## config.mk

```make
export PLATFORM = sky130hd
export DESIGN_NAME = cache_repl_policy
export DESIGN_NICKNAME = d
export VERILOG_FILES = /design/src/rtl/cache_repl_policy.sv
export SDC_FILE = /design/constraint.sdc
export NUM_CORES = 1
export LEC_CHECK = 0
export CAP_MARGIN = 20
export CORE_MARGIN = 3
export CORE_UTILIZATION = 50
export CTS_BUF_LIST = sky130_fd_sc_hd__clkbuf_2 sky130_fd_sc_hd__clkbuf_4 sky130_fd_sc_hd__clkbuf_8
export DETAILED_ROUTE_END_ITERATION = 6
export PLACE_DENSITY_LB_ADDON = 0.08
export RECOVER_POWER = 25
export SYNTH_ARGS = -nofsm -noshare
export SYNTH_HDL_FRONTEND = slang
export SYNTH_SLANG_ARGS = --single-unit
```

## constraint.sdc

```tcl
create_clock -name clk -period 27.1 [get_ports clk]
set_input_delay 6.775 -clock clk [delete_from_list [all_inputs] [get_ports clk]]
set_output_delay 6.775 -clock clk [all_outputs]
set_load 0.02 [all_outputs]
```

## src/rtl/cache_repl_policy.sv

```systemverilog
// Per-set replacement state (tree PLRU / LFSR random / FIFO) with invalid-first victim select and a post-reset clear sweep.
// State read has 1-cycle latency (with write bypass); VictimWay is combinational from CurrState; Busy blocks state writes.
module cache_repl_policy #(
    parameter int NUMWAYS   = 4,
    parameter int SETLEN    = 9,
    parameter int NUMLINES  = 128,
    parameter int LFSRWIDTH = 8
) (
    input  logic               clk,
    input  logic               reset,
    input  logic               CacheEn,
    input  logic               FlushStage,
    input  logic [1:0]         Mode,
    input  logic [NUMWAYS-1:0] HitWay,
    input  logic [NUMWAYS-1:0] ValidWay,
    input  logic [SETLEN-1:0]  CacheSetTag,
    input  logic [SETLEN-1:0]  PAdr,
    input  logic               LRUWriteEn,
    input  logic               InvalidateCache,
    output logic [NUMWAYS-1:0] VictimWay,
    output logic               Busy
);

    localparam int WAYW = (NUMWAYS > 1) ? $clog2(NUMWAYS) : 1;
    localparam int STW  = NUMWAYS - 1;
    localparam int IDXW = (NUMLINES > 1) ? $clog2(NUMLINES) : 1;

    typedef enum logic {IDLE, CLEAR} sweep_t;

    sweep_t              fsm, fsm_nxt;
    logic [IDXW-1:0]     cnt, cnt_nxt;
    logic [1:0]          mode_q;
    logic [LFSRWIDTH-1:0] lfsr;
    logic [8:0]          lfsr_ext;
    logic                fb;
    logic [STW-1:0]      mem [NUMLINES];
    logic [STW-1:0]      curr_state, next_state;
    logic                restart;
    logic                lfsr_mode, fifo_mode;
    logic                wr_en;
    logic [IDXW-1:0]     wr_idx, rd_idx;
    logic [STW-1:0]      wr_dat;
    logic [WAYW-1:0]     plru_enc, fifo_ptr, mode_enc, inv_enc, vic_enc, hit_enc, upd_enc;
    logic                all_valid, hit;
    logic                unused_bits;

    assign Busy      = (fsm == CLEAR);
    assign restart   = InvalidateCache | (Mode != mode_q);
    assign lfsr_mode = (Mode == 2'b01);
    assign fifo_mode = (Mode == 2'b10);
    assign rd_idx    = CacheSetTag[IDXW-1:0];
    assign fifo_ptr  = curr_state[WAYW-1:0];
    assign all_valid = &ValidWay;
    assign hit       = |HitWay;

    // Sweep FSM
    always_comb begin
        fsm_nxt = fsm;
        cnt_nxt = cnt;
        case (fsm)
            IDLE: begin
                if (restart) begin
                    fsm_nxt = CLEAR;
                    cnt_nxt = '0;
                end
            end
            CLEAR: begin
                if (restart) begin
                    cnt_nxt = '0;
                end else if (cnt == IDXW'(NUMLINES - 1)) begin
                    fsm_nxt = IDLE;
                    cnt_nxt = '0;
                end else begin
                    cnt_nxt = cnt + 1'b1;
                end
            end
            default: begin
                fsm_nxt = CLEAR;
                cnt_nxt = '0;
            end
        endcase
    end

    // Single write port shared by the sweep and normal updates; the sweep always wins.
    always_comb begin
        wr_en  = 1'b0;
        wr_idx = PAdr[IDXW-1:0];
        wr_dat = next_state;
        if (Busy) begin
            wr_en  = ~reset;
            wr_idx = cnt;
            wr_dat = '0;
        end else begin
            wr_en = LRUWriteEn & ~FlushStage & ~restart & ~lfsr_mode & ~reset;
        end
    end

    always_comb begin
        lfsr_ext = 9'(lfsr);
        case (LFSRWIDTH)
            3:       fb = lfsr_ext[2] ^ lfsr_ext[0];
            4:       fb = lfsr_ext[3] ^ lfsr_ext[0];
            5:       fb = lfsr_ext[4] ^ lfsr_ext[3] ^ lfsr_ext[2] ^ lfsr_ext[0];
            6:       fb = lfsr_ext[5] ^ lfsr_ext[4] ^ lfsr_ext[2] ^ lfsr_ext[1];
            7:       fb = lfsr_ext[6] ^ lfsr_ext[5] ^ lfsr_ext[3] ^ lfsr_ext[0];
            9:       fb = lfsr_ext[8] ^ lfsr_ext[6] ^ lfsr_ext[5] ^ lfsr_ext[4] ^ lfsr_ext[3] ^ lfsr_ext[2];
            default: fb = lfsr_ext[7] ^ lfsr_ext[5] ^ lfsr_ext[2] ^ lfsr_ext[1];
        endcase
    end

    // Tree walk: node i has children 2i+1 (bit=0) and 2i+2 (bit=1).
    always_comb begin
        int node;
        node     = 0;
        plru_enc = '0;
        for (int l = 0; l < WAYW; l++) begin
            plru_enc[WAYW-1-l] = curr_state[node];
            node = 2 * node + 1 + (curr_state[node] ? 1 : 0);
        end
    end

    always_comb begin
        inv_enc = '0;
        for (int i = NUMWAYS - 1; i >= 0; i--) begin
            if (!ValidWay[i]) inv_enc = WAYW'(i);
        end
        hit_enc = '0;
        for (int i = 0; i < NUMWAYS; i++) begin
            if (HitWay[i]) hit_enc = WAYW'(i);
        end
    end

    always_comb begin
        case (Mode)
            2'b01:   mode_enc = lfsr[WAYW-1:0];
            2'b10:   mode_enc = fifo_ptr;
            default: mode_enc = plru_enc;
        endcase
        vic_enc            = all_valid ? mode_enc : inv_enc;
        VictimWay          = '0;
        VictimWay[vic_enc] = 1'b1;
        upd_enc            = hit ? hit_enc : vic_enc;
    end

    // Path nodes are flipped to point away from the way just used.
    always_comb begin
        int node;
        node       = 0;
        next_state = curr_state;
        if (fifo_mode) begin
            if (!hit) next_state[WAYW-1:0] = fifo_ptr + 1'b1;
        end else if (!lfsr_mode) begin
            for (int l = 0; l < WAYW; l++) begin
                next_state[node] = ~upd_enc[WAYW-1-l];
                node = 2 * node + 1 + (upd_enc[WAYW-1-l] ? 1 : 0);
            end
        end
    end

    always_ff @(posedge clk or posedge reset) begin
        if (reset) begin
            fsm        <= CLEAR;
            cnt        <= '0;
            mode_q     <= 2'b00;
            lfsr       <= LFSRWIDTH'(1);
            curr_state <= '0;
        end else begin
            fsm    <= fsm_nxt;
            cnt    <= cnt_nxt;
            mode_q <= Mode;
            if (CacheEn) begin
                lfsr       <= {fb, lfsr[LFSRWIDTH-1:1]};
                curr_state <= (wr_en && (rd_idx == wr_idx)) ? wr_dat : mem[rd_idx];
            end
        end
    end

    always_ff @(posedge clk) begin
        if (wr_en) mem[wr_idx] <= wr_dat;
    end

    assign unused_bits = ^{CacheSetTag, PAdr, lfsr_ext};

endmodule

```

== Word level (Yosys, flattened, before mapping) ==
Memories as Yosys holds them, arrays and structs flattened. A register that Yosys moved wholly into a read port is not among the register bits.
Cells that the tools add are included.

* Memories kept: 1
* Memory bits (writable): 384
* Bits in read-only memories: 0
* Output and inout bits: 5
* Bits in latches: 0
* Flip-flop bits (word level): 18
* Bits of input ports: 34

* Muxes and demuxes: 37
* Equal/unequal tests: 5
* Divide/modulo/power cells: 0
* $add $sub $neg: 4
* Multipliers: 0
* Reductions and logical operators: 4
* Shifts and indexed selects: 0
* Bitwise logic cells: 15
* $lt $le $gt $ge: 5

{| class="wikitable"
|+ Memories
! name !! depth !! width !! rd ports !! clocked after Yosys merged registers in !! write ports !! line !! RTL
|-
| mem || 128 || 3 || 1 || 1 || 1 || 36 || <nowiki>logic [STW-1:0] mem [NUMLINES];</nowiki>
|}

{| class="wikitable"
|+ Operators by type and width
! cell !! count
|-
| 7-bit two-way mux || 4
|-
| 2-bit two-way mux || 10
|-
| 1-bit two-way mux || 14
|-
| 7-bit case mux with 2 select lines || 1
|-
| 2-bit by 3-bit < comparator with 1-bit output, second input constant || 3
|-
| 7-bit by 1-bit adder with 7-bit output, second input constant || 1
|-
| 7-bit == test, second input constant || 1
|-
| 1-bit inverter || 7
|-
| 3-bit two-way mux || 2
|-
| 1-bit by 1-bit adder with 2-bit output, first input constant || 2
|-
| 1-bit AND || 4
|-
| 1-bit demux with 2-bit select || 2
|-
| 2-bit by 1-bit greater-or-equal comparator with 1-bit output, second input constant || 2
|-
| 2-bit case mux with 2 select lines || 1
|-
| 4-bit AND reduction || 1
|-
| 4-bit OR reduction || 1
|-
| 3-bit bitwise mux || 1
|-
| 1-bit bitwise XOR || 3
|-
| 2-bit by 1-bit adder with 2-bit output, second input constant || 1
|-
| 1-bit binary-select mux with 2-bit select || 1
|-
| 2-bit by 1-bit == test with 1-bit output, second input constant || 1
|-
| 2-bit == test, second input constant || 1
|-
| 1-bit logical AND || 2
|-
| 2-bit != test || 1
|-
| other kinds (3) || 3
|}

== Longest topological paths before layout ==
Gate-level depths: netlist (run 1).

* Depth after elaboration: 18
* Depth in mapped cells: 12

== Worst setup path before layout (run 1) ==
Ideal clock, no wire load.

* Path type: input to register
* Start point: input Mode[0]
* End point: memory mem[0][2] (netlist name) (data pin)
* Setup time: 1.608 ns
* Path slack: 10.156 ns
* Arrival time: 15.336 ns
* Cell stages on the path: 8
* Buffers on the path: 0
* Cells stage by stage: inv_1 ha_1 mux2i_1 o21ai_0 o311ai_0 o21ba_2 nor2_1 o41ai_1

* Cells in the longest elaborated chain, start to end: 14
* Elaborated cells between the ends (all ways): 17
* Those cells by class: add/sub: 1; order compare: 2; eq/ne: 2; mux: 10; bitwise: 1; reduce/logical: 1

{| class="wikitable"
|+ Ends and longest elaborated chain
! element !! line !! RTL
|-
| start: declaration || 13 || <nowiki>input logic [1:0] Mode,</nowiki>
|-
| 2-bit == test or 2-bit by 1-bit == test with 1-bit output (tied branches) || 50, 134, 49 ||
|-
| 2-bit case mux with 2 select lines || 134 || <nowiki>case (Mode)</nowiki>
|-
| 2-bit two-way mux || 139 || <nowiki>vic_enc = all_valid ? mode_enc : inv_enc;</nowiki>
|-
| 2-bit two-way mux || 142 || <nowiki>upd_enc = hit ? hit_enc : vic_enc;</nowiki>
|-
| 1-bit two-way mux || 155 || <nowiki>node = 2 * node + 1 + (upd_enc[WAYW-1-l] ? 1 : 0);</nowiki>
|-
| 1-bit by 1-bit adder with 2-bit output || 155 ||
|-
| 2-bit by 3-bit < comparator with 1-bit output (implied by the code) or 2-bit by 1-bit greater-or-equal comparator with 1-bit output (tied branches) || 154 || <nowiki>next_state[node] = ~upd_enc[WAYW-1-l];</nowiki>
|-
| 1-bit logical AND (implied by the code) || 154 ||
|-
| 1-bit two-way mux (implied by the code) || 154 ||
|-
| 1-bit demux with 2-bit select || 154 ||
|-
| 3-bit bitwise mux || 154 ||
|-
| 3-bit two-way mux || 152 || <nowiki>end else if (!lfsr_mode) begin</nowiki>
|-
| 1-bit two-way mux * || 150 || <nowiki>if (fifo_mode) begin</nowiki>
|-
| 3-bit two-way mux * || 89 || <nowiki>if (Busy) begin</nowiki>
|-
| named net wr_dat[2] || 42 || <nowiki>logic [STW-1:0] wr_dat;</nowiki>
|-
| end: declaration || 36 ||
|}

Mark *: on every way through the listed nets, which the timed path passes. The rest lies on a longest branch.

== Worst setup path after layout (run 1) ==
* Start point: input Mode[0]
* End point: output VictimWay[3]

* Cells in the longest elaborated chain, start to end: 7
* Elaborated cells between the ends (all ways): 9
* Those cells by class: order compare: 2; eq/ne: 2; mux: 4; reduce/logical: 1

{| class="wikitable"
|+ Ends and longest elaborated chain
! element !! line !! RTL
|-
| 2-bit == test or 2-bit by 1-bit == test with 1-bit output (tied branches) || 134 ||
|-
| 2-bit case mux with 2 select lines * || 134 ||
|-
| 2-bit two-way mux * || 139 ||
|-
| 2-bit by 3-bit < comparator with 1-bit output (implied by the code) or 2-bit by 1-bit greater-or-equal comparator with 1-bit output (tied branches) || 141 || <nowiki>VictimWay[vic_enc] = 1'b1;</nowiki>
|-
| 1-bit logical AND (implied by the code) || 141 ||
|-
| 1-bit two-way mux (implied by the code) || 141 ||
|-
| 1-bit demux with 2-bit select * || 141 ||
|-
| end: declaration || 20 || <nowiki>output logic [NUMWAYS-1:0] VictimWay,</nowiki>
|}

Every way passes the cells marked *; elsewhere a longest branch is shown, timed or not.

==> results of run 1 <==
[critical path, cell delays in order]
cell and delay, ps:
dlygate4sd3_1 650, inv_1 70, ha_1 360, mux2i_1 190, o21ai_0 110, o311ai_0 550
nor2b_1 100, clkdlybuf4s50_1 560
[per-layer routing]
metal	track usage	vias up
met1	0.318	4742
met4	0.0672	0
met3	0.0438	71
li1	-	4106
met2	0.340	331
met5	0	-
[layout by cell type (no fill, tap or decap), types with 4 or more instances in the layout]
| cell type | instances |
|---|---|
| nand2b_1 | 4 |
| a211oi_1 | 8 |
| a31oi_1 | 7 |
| and3_1 | 4 |
| edfxtp_1 | 384 |
| a22oi_1 | 6 |
| o21ai_0 | 18 |
| nand2_1 | 47 |
| dfrtp_1 | 19 |
| clkinv_1 | 19 |
| mux2_2 | 20 |
| nand3_1 | 10 |
| mux4_2 | 76 |
| o32ai_1 | 4 |
| nand4_1 | 7 |
| clkbuf_4 | 18 |
| a21oi_1 | 17 |
| inv_1 | 13 |
| nor2_1 | 162 |
| buf_4 | 13 |
| mux2i_1 | 30 |
| nor2b_1 | 11 |
| nand3b_1 | 5 |
| xnor2_1 | 12 |
| a22o_1 | 5 |
| dlygate4sd3_1 | 4 |
| clkinv_2 | 6 |
| mux4_1 | 15 |
| ha_1 | 4 |
| clkbuf_8 | 69 |
| or3_1 | 4 |
| nor3_1 | 10 |
| bufinv_16 | 4 |
| clkdlybuf4s50_1 | 25 |
[cell type report]
type | count | area share
inverters | 14 | 0.00282
multi-input cells | 528 | 0.244
clock inverters | 33 | 0.0134
clock buffers | 87 | 0.0569
well taps | 448 | 0.0294
flip-flops and latches | 405 | 0.632
repair buffers | 48 | 0.0217
[logic make-up after synthesis]
| group | synth area share |
|---|---|
| AO/OA/AOI/OAI | 0.0382 |
| adder cells (fa/ha/maj) | 0.00293 |
| XOR/XNOR | 0.00769 |
| flip-flops | 0.706 |
| buffers and inverters | 0.0225 |
| AND/OR/NAND/NOR | 0.0690 |
| multiplexers | 0.154 |
[flip-flops by register name (all words and copies together), names as in the netlist]
signal      count
Busy            1
cnt             7
curr_state      3
lfsr            8
mem           384
mode_q          2
[metrics by stage]
step | util | worst slack, ps
3_3_place_gp | 0.528 | 11010
4_1_cts | 0.568 | 10990
5_1_grt | 0.568 | 10690
3_5_place_dp | 0.528 | 10990
2_1_floorplan | - | 10160
6_report | 0.568 | 10940
[power by group through the flow]
stage               combinational [W]  sequential [W]  clock [W]
floorplan                   0.0000382        0.000690          0
global placement            0.0000549        0.000690          0
finish                      0.0000548        0.000677   0.000538
detailed placement          0.0000552        0.000690          0
global route                0.0000591        0.000677   0.000582
CTS                         0.0000554        0.000677   0.000551
[how the worst max path moves through the flow]
stage / cells after the start / endpoint / slack (ps) / from
finish: 8 / VictimWay[3] / 10940 / Mode[0]
global route: 8 / VictimWay[3] / 10690 / Mode[0]
CTS: 8 / VictimWay[3] / 10990 / Mode[0]
detailed placement: 8 / VictimWay[3] / 10990 / Mode[0]
global placement: 8 / VictimWay[1] / 11010 / Mode[0]
floorplan: 8 / mem[0][2]$_DFFE_PP_ / 10160 / Mode[0]
==> reports/qor.yml, run 1 <==
design.die.area_mm2: 0.0364
whs_ps: 488
synth-seq-cells: 405
cts.sinks: 405
end_kind: "output port"
cts_resized: 0
hold_viol_final: 0
max_slew.worst_pin.slew_ps: 1670
seqCellArea_mm2: 0.0121
netlist_area_mm2: 0.0171
clockRootBuffer: "clkbuf_8"
dp_cells: 1442
final_cells: 1563
wl_um: 38600
antenna_found_initial: 0
grt_pass1_wl_um: 59200
outcome: "finished with violations"
syn_inst: 1000
synth_edf_count: 384
violations: "max-capacitance violations, max-slew violations"
hp-start: "lfsr[7]$_DFFE_PP0P_"
synthTopCellsByArea: "edfxtp_1 67%, mux4_2 10%, nor2_1 3.6%"
ys_warn_count: 0
cts_tree: "built"
fin_crit_sh: 0.596
synthToLayoutAreaGrowth_pct: 11.7
port-buffer-count: 34
pwr-share-comb: 0.043
grt_max_degree: 90
cp.arrival_ps: 9380
clock_path_buffers: 3
max_freq_mhz: 61.9
grt_pass1_vias: 9563
yosysMostFrequentCell: "edfxtp_1"
clkPwrFrac: 0.423
r2r_slack_ps: 22760
htree_levels: 3
synth-main-ff-cell: "edfxtp_1"
drive_gt1_frac: 0.196
worstSetupStartpointType: "input pin"
fp.dieH_um: 191
p_seq_frac: 0.533
post_cts_buffers: 0
p_leak_nw: 6.18
required_ps: 20320
relSlewSlack: -0.113
routed-wl-met3_um: 2580
r2r_end: "mem[82][1]$_DFFE_PP_"
drt_iter0_drc: 831
synth_commonest_cells: "384 x edfxtp_1, 162 x nor2_1, 76 x mux4_2"
period_needed_ps: 16160
num_antenna_cells: 0
avgSynthCellArea_um2: 17.1
clkSlewWorstSetupHoldPaths_ps: 60
worstHoldPathType: "flop to flop"
core-area_mm2: 0.0336
pin_count: 39
cts_made_buffers: 67
grtUsageTotal: 0.219
ys_async_sr_fraction: 0.0519
gp_congestion: 0.762
drt-pass1-iter-count: 6
ant_nets: 0
maxSlewViolCount: 88
fin_nets: 1102
ys_types: 60
rows: 67
route.met2.wl_um: 18100
ys_seq_area_frac: 0.706
clock_latency_ps: 590
worst_r2r_path_depth: 5
wire_per_inst_um: 24.7
die_width_um: 191
ir_drop_mv: 0.0316
synth.top_cell.area_share: 0.675
start_util: 0.508
place_area_mm2: 0.0178
powerDensity_mw_per_mm2: 66.6
crit_fanout: 5
vias_per_cell: 5.92
synth_nets: 1038
maxCapViolCount: 2
n_fill_cell: 2639
fin_worst_skew_ps: 24.2
r2r-start: "Busy$_DFF_PP1_"
multi_input_area_mm2: 0.00465
worstSetupPathType: "input pin to output port"
sw_frac_of_total: 0.212
highest_layer: "met4"
tns_ps: 0
p_switching_w: 0.000269
wl_met1_um: 17100
finalPower_w: 0.00127
vias: 9250
grt-ovfl-total: 0
worstHoldEndpoint: "lfsr[7]$_DFFE_PP0P_"
cts_hold_buf: 0
final_area_mm2: 0.0191
drcViolationCount: 0
setup_viol: 0
hpwl_um: 23100
intPower_w: 0.00100
synth_top_area_cell: "edfxtp_1"
whs_path_depth: 1
rsz0062_at_grt: "false"
Note: power is estimated with default switching activity, not from simulation.
==> run 2: changes to the inputs <==
==> constraint.sdc (replaced) <==
create_clock -name clk -period 16.55 [get_ports clk]
set_input_delay 4.1375 -clock clk [delete_from_list [all_inputs] [get_ports clk]]
set_output_delay 4.1375 -clock clk [all_outputs]
set_load 0.02 [all_outputs]
==> run 2 against run 1 <==
  * The flow still finishes with violations (max-capacitance violations, max-slew violations)
  * Flip-flop and latch count unchanged
  * Critical path depth unchanged
  * Clock skew about the same
  * Sequential share of layout area increased by 0.47 points
  * Hold slack got worse by 5.5 ps
  * Die area unchanged
  * Via count about the same
  * Critical path type unchanged
  * Largest cell class unchanged
  * Largest power group unchanged
==> reports/qor.yml, run 2 (synthesis results as in run 1) <==
worst_path_max_delay_cell: "dlygate4sd3_1"
grt_pass1_wl_um: 58500  # -1.2%
fin_crit_sh: 0.661
grt-ovfl-total: 0  # unchanged
worstHoldPathType: "flop to flop"
met1_usage: 0.320  # +0.00283
fp.dieH_um: 191  # unchanged
cp-startpoint: "Mode[0]"
crit_fanout: 5  # unchanged
critPathTopFamily: "buffers and inverters"
design.die.area_mm2: 0.0364  # unchanged
port-buffer-count: 34  # unchanged
final_area_mm2: 0.0189  # -0.73%
worst_r2r_path_depth: 6  # +1
whs_ps: 483  # -5.48 ps
worstSetupStartpointType: "input pin"
die_width_um: 191  # unchanged
maxCapViolCount: 2  # unchanged
vias_per_cell: 5.94  # +0.35%
largest_reg_flops: 384  # unchanged
rsz0062_at_grt: "false"
largestRegisters: "mem: 384 flops, lfsr: 8 flops, cnt: 7 flops"
max_slew.worst_pin.slew_ps: 2450  # +779 ps
grt_use_met3: 0.0425  # -0.00129
synthToLayoutAreaGrowth_pct: 10.8
cp_slowest_stage_delay_ps: 650  # about the same
place_area_mm2: 0.0178  # unchanged
drt-pass1-iter-count: 5  # -1
crit_chain: "dlygate4sd3_1 > inv_1 > ha_1 > mux2i_1 > o21ai_0 > o311ai_0 > nor2_1 > clkdlybuf4s50_1"
fin_worst_skew_ps: 24.5  # +0.298 ps
cp.arrival_ps: 6800  # -2580 ps
hold_viol_final: 0  # unchanged
largest-register: "mem"
grt_use_met2: 0.325  # -0.0146
r2r_slack_ps: 12060  # -10700 ps
drive_gt1_frac: 0.192  # -0.00417
pin_count: 39  # unchanged
worstSetupPathType: "input pin to output port"
grt_max_degree: 114  # +27%
required_ps: 12410  # -7910 ps
cts_made_buffers: 66  # -1.5%
clock_path_buffers: 3  # unchanged
powerDensity_mw_per_mm2: 105  # +58%
outcome: "finished with violations"
cts_hold_buf: 0  # unchanged
mostFrequentLayoutCell: "edfxtp_1"
grt_pass1_vias: 9430  # -1.4%
end_kind: "output port"
start_util: 0.508  # unchanged
htree_levels: 3  # unchanged
r2r-start: "lfsr[1]$_DFFE_PP0P_"
wire_per_inst_um: 24.5  # -0.67%
max_freq_mhz: 91.4
gp_congestion: 0.769  # +0.88%
r2r_end: "mem[25][0]$_DFFE_PP_"
maxSlewViolCount: 100  # +14%
violations: "max-capacitance violations, max-slew violations"
antenna_found_initial: 0  # unchanged
rows: 67  # unchanged
hp-start: "lfsr[7]$_DFFE_PP0P_"
ir_drop_mv: 0.0519  # +64%
fin_nets: 1101  # -0.091%
cts_tree: "built"
drt_iter0_drc: 841  # +1.2%
clock_latency_ps: 580  # about the same
core-area_mm2: 0.0336  # unchanged
cts.sinks: 405  # unchanged
num_antenna_cells: 0  # unchanged
clockRootBuffer: "clkbuf_8"
ant_nets: 0  # unchanged
drcViolationCount: 0  # unchanged
whs_path_depth: 1  # unchanged
vias: 9241  # -0.097%
period_needed_ps: 10940
worstHoldEndpoint: "lfsr[7]$_DFFE_PP0P_"
wl_um: 38200  # -1.1%
path_buf_inv: 3  # unchanged
relSlewSlack: -0.632  # -0.519
grtUsageTotal: 0.216  # -0.00318
cts_resized: 0  # unchanged
post_cts_buffers: 0  # unchanged
hpwl_um: 22700  # -1.5%
layout_common_cells: "384 x edfxtp_1, 162 x nor2_1, 76 x mux4_2, 67 x clkbuf_8, 47 x nand2_1"
grt.busiest_layer: "met2"
clkSlewWorstSetupHoldPaths_ps: 50  # about the same
p_leak_nw: 6.63  # +7.4%
setup_viol: 0  # unchanged
tns_ps: 0  # unchanged
-- run 2: worst max-delay path by stage --
| stage | end | slack, ps | cells after the start |
|---|---|---|---|
| floorplan | mem[0][2]$_DFFE_PP_ | 2240 | 8 |
| CTS | VictimWay[1] | 5660 | 8 |
| global route | VictimWay[1] | 5370 | 8 |
| detailed placement | VictimWay[1] | 5670 | 8 |
| finish | VictimWay[1] | 5610 | 8 |
| global placement | VictimWay[1] | 5730 | 8 |
-- run 2: power breakdown --
part	total, W	internal [W]	leakage (nW)	switching, W
registers	0.00111	0.00111	4.23	0.00000170
logic	0.0000888	0.0000384	1.78	0.0000503
clock network	0.000794	0.000418	0.621	0.000376
-- run 2: layout make-up --
type | count | area, µm²
clock buffer | 86 | 1060
clock inverter | 27 | 120
fill | 2663 | 14700
inverter | 14 | 53.8
multi-input combinational | 528 | 4640
sequential | 405 | 12100
tap | 448 | 561
timing repair buffer | 48 | 438
-- run 2: stage by stage --
stage | util | total power (W) | worst slack, ps | cells
2_1_floorplan | - | 0.00119 | 2240 | 1000
3_3_place_gp | 0.528 | 0.00122 | 5730 | 1441
3_5_place_dp | 0.528 | 0.00122 | 5670 | 1442
4_1_cts | 0.563 | 0.00201 | 5660 | 1555
5_1_grt | 0.563 | 0.00207 | 5370 | 1556
6_report | 0.563 | 0.00199 | 5610 | 1556
-- run 2: metal layers --
layer	up-vias	part of all wire
met1	4734	0.45
met2	344	0.46
li1	4094	-
met5	-	0
met3	69	0.063
met4	0	0.026
==> run 3: changes to the inputs <==
==> constraint.sdc (replaced) <==
create_clock -name clk -period 11.1 [get_ports clk]
set_input_delay 2.775 -clock clk [delete_from_list [all_inputs] [get_ports clk]]
set_output_delay 2.775 -clock clk [all_outputs]
set_load 0.02 [all_outputs]
==> run 3 against run 2 <==
  * The run still ends with max-capacitance violations, max-slew violations left
  * Clock skew fell by 5.3 ps
  * Die area unchanged
  * Sequential power is 49% higher
  * Sequential share of layout area is 0.43 points lower
  * Via count fell by 0.48%
  * Critical endpoint unchanged
  * Largest cell class unchanged
==> reports/qor.yml, run 3 (synthesis results as in run 1) <==
seqCellArea_mm2: 0.0121  # unchanged
cts_resized: 0  # unchanged
drt_iter0_drc: 828  # -1.5%
largestRegisters: "mem: 384 flops, lfsr: 8 flops, cnt: 7 flops"
largest-register: "mem"
final_area_mm2: 0.0191  # +0.68%
hold_viol_final: 0  # unchanged
htree_levels: 3  # unchanged
port-buffer-count: 34  # unchanged
start_util: 0.508  # unchanged
finalPower_w: 0.00303  # +52%
outcome: "finished with violations"
required_ps: 8330  # -4080 ps
die_width_um: 191  # unchanged
num_antenna_cells: 0  # unchanged
largest_reg_flops: 384  # unchanged
mostFrequentLayoutCell: "edfxtp_1"
fin_nets: 1104  # +0.27%
vias_per_cell: 5.88  # -0.99%
ir_drop_mv: 0.0861  # +66%
tns_ps: 0  # unchanged
grt_pass1_wl_um: 57500  # -1.7%
cp.arrival_ps: 5360  # -1440 ps
maxSlewViolCount: 35  # -65%
max_slew.worst_pin.slew_ps: 1520  # -931 ps
grt-ovfl-total: 0  # unchanged
powerDensity_mw_per_mm2: 159  # +51%
cts_tree: "built"
grtUsageTotal: 0.215  # -0.00108
place_area_mm2: 0.0178  # about the same
clock_latency_ps: 600  # +20 ps
pin_count: 39  # unchanged
crit_fanout: 5  # unchanged
cts_hold_buf: 0  # unchanged
max_freq_mhz: 123
clock_path_buffers: 3  # unchanged
synthToLayoutAreaGrowth_pct: 11.6
relSlewSlack: -0.0115  # +0.621
core-area_mm2: 0.0336  # unchanged
drcViolationCount: 0  # unchanged
gp_congestion: 0.792  # +3.0%
worstSetupPathType: "input pin to output port"
wire_per_inst_um: 24.2  # -1.4%
fin_worst_skew_ps: 19.2  # -5.29 ps
design.die.area_mm2: 0.0364  # unchanged
p_leak_nw: 6.72  # +1.4%
hpwl_um: 22700  # -0.19%
wl_um: 37800  # -0.90%
post_cts_buffers: 0  # unchanged
setup_viol: 0  # unchanged
worstHoldPathType: "flop to flop"
rows: 67  # unchanged
n_fill_cell: 2644  # -0.71%
clkSlewWorstSetupHoldPaths_ps: 50  # about the same
end_kind: "output port"
vias: 9197  # -0.48%
grt_pass1_vias: 9303  # -1.3%
clockRootBuffer: "clkbuf_8"
drive_gt1_frac: 0.198  # +0.00579
ant_nets: 0  # unchanged
drt-pass1-iter-count: 5  # unchanged
antenna_found_initial: 0  # unchanged
rsz0062_at_grt: "false"
period_needed_ps: 8130
multi_input_area_mm2: 0.00466  # +0.40%
cts.sinks: 405  # unchanged
worstSetupStartpointType: "input pin"
fin_util: 0.567  # +0.00383
maxCapViolCount: 1  # -1
grt_max_degree: 112  # -1.8%
fin_crit_sh: 0.732
layout_common_cells: "384 x edfxtp_1, 162 x nor2_1, 76 x mux4_2, 67 x clkbuf_8, 47 x nand2_1"
fp.dieH_um: 191  # unchanged
cts_made_buffers: 67  # +1.5%
violations: "max-capacitance violations, max-slew violations"
-- run 3: final timing paths --
path	end	cells past startpoint	start	slack, ps
min	lfsr[7]$_DFFE_PP0P_	1	lfsr[7]$_DFFE_PP0P_	470
min reg2reg	lfsr[7]$_DFFE_PP0P_	1	lfsr[7]$_DFFE_PP0P_	470
max in group asynchronous	lfsr[7]$_DFFE_PP0P_	2	reset	7720
max reg2reg	mem[78][2]$_DFFE_PP_	5	Busy$_DFF_PP1_	6730
max	VictimWay[1]	8	Mode[0]	2970
min in group asynchronous	mode_q[1]$_DFF_PP0_	2	reset	2850
-- run 3: cell type report --
type / count / share of cell area
timing repair buffer: 50 / 0.0241
inverter: 14 / 0.00282
clock inverter: 30 / 0.00971
clock buffer: 89 / 0.0570
sequential: 405 / 0.632
multi-input combinational: 528 / 0.244
tap: 448 / 0.0294
-- run 3: power by group --
part | leakage (nW) | switching [W] | internal (W) | total, W
clock | 0.665 | 0.000578 | 0.000667 | 0.00124
combinational | 1.82 | 0.0000752 | 0.0000582 | 0.000133
sequential | 4.24 | 0.00000266 | 0.00165 | 0.00165
total | 6.72 | 0.000656 | 0.00238 | 0.00303
-- run 3: critical path, cell delays in order --
cell,delay [ps]
dlygate4sd3_1,640
inv_1,70
ha_1,360
mux2i_1,190
o21ai_0,110
o311ai_0,540
nor2_1,110
clkdlybuf4s50_1,560
-- run 3: through the flow --
step / hold WS (ps) / instances / worst slack, ps
floorplan: 440 / 1000 / 2080
global placement: 467 / 1443 / 3000
detailed placement: 460 / 1443 / 3070
CTS: 475 / 1562 / 3060
global route: 489 / 1564 / 2710
finish: 474 / 1564 / 2970
-- run 3: metal layers --
metal | wire length (µm) | global-route usage | vias up
li1 | - | - | 4090
met1 | 16800 | 0.312 | 4714
met2 | 17700 | 0.328 | 329
met3 | 2480 | 0.0476 | 64
met4 | 882 | 0.0677 | 0
met5 | 0 | 0 | -
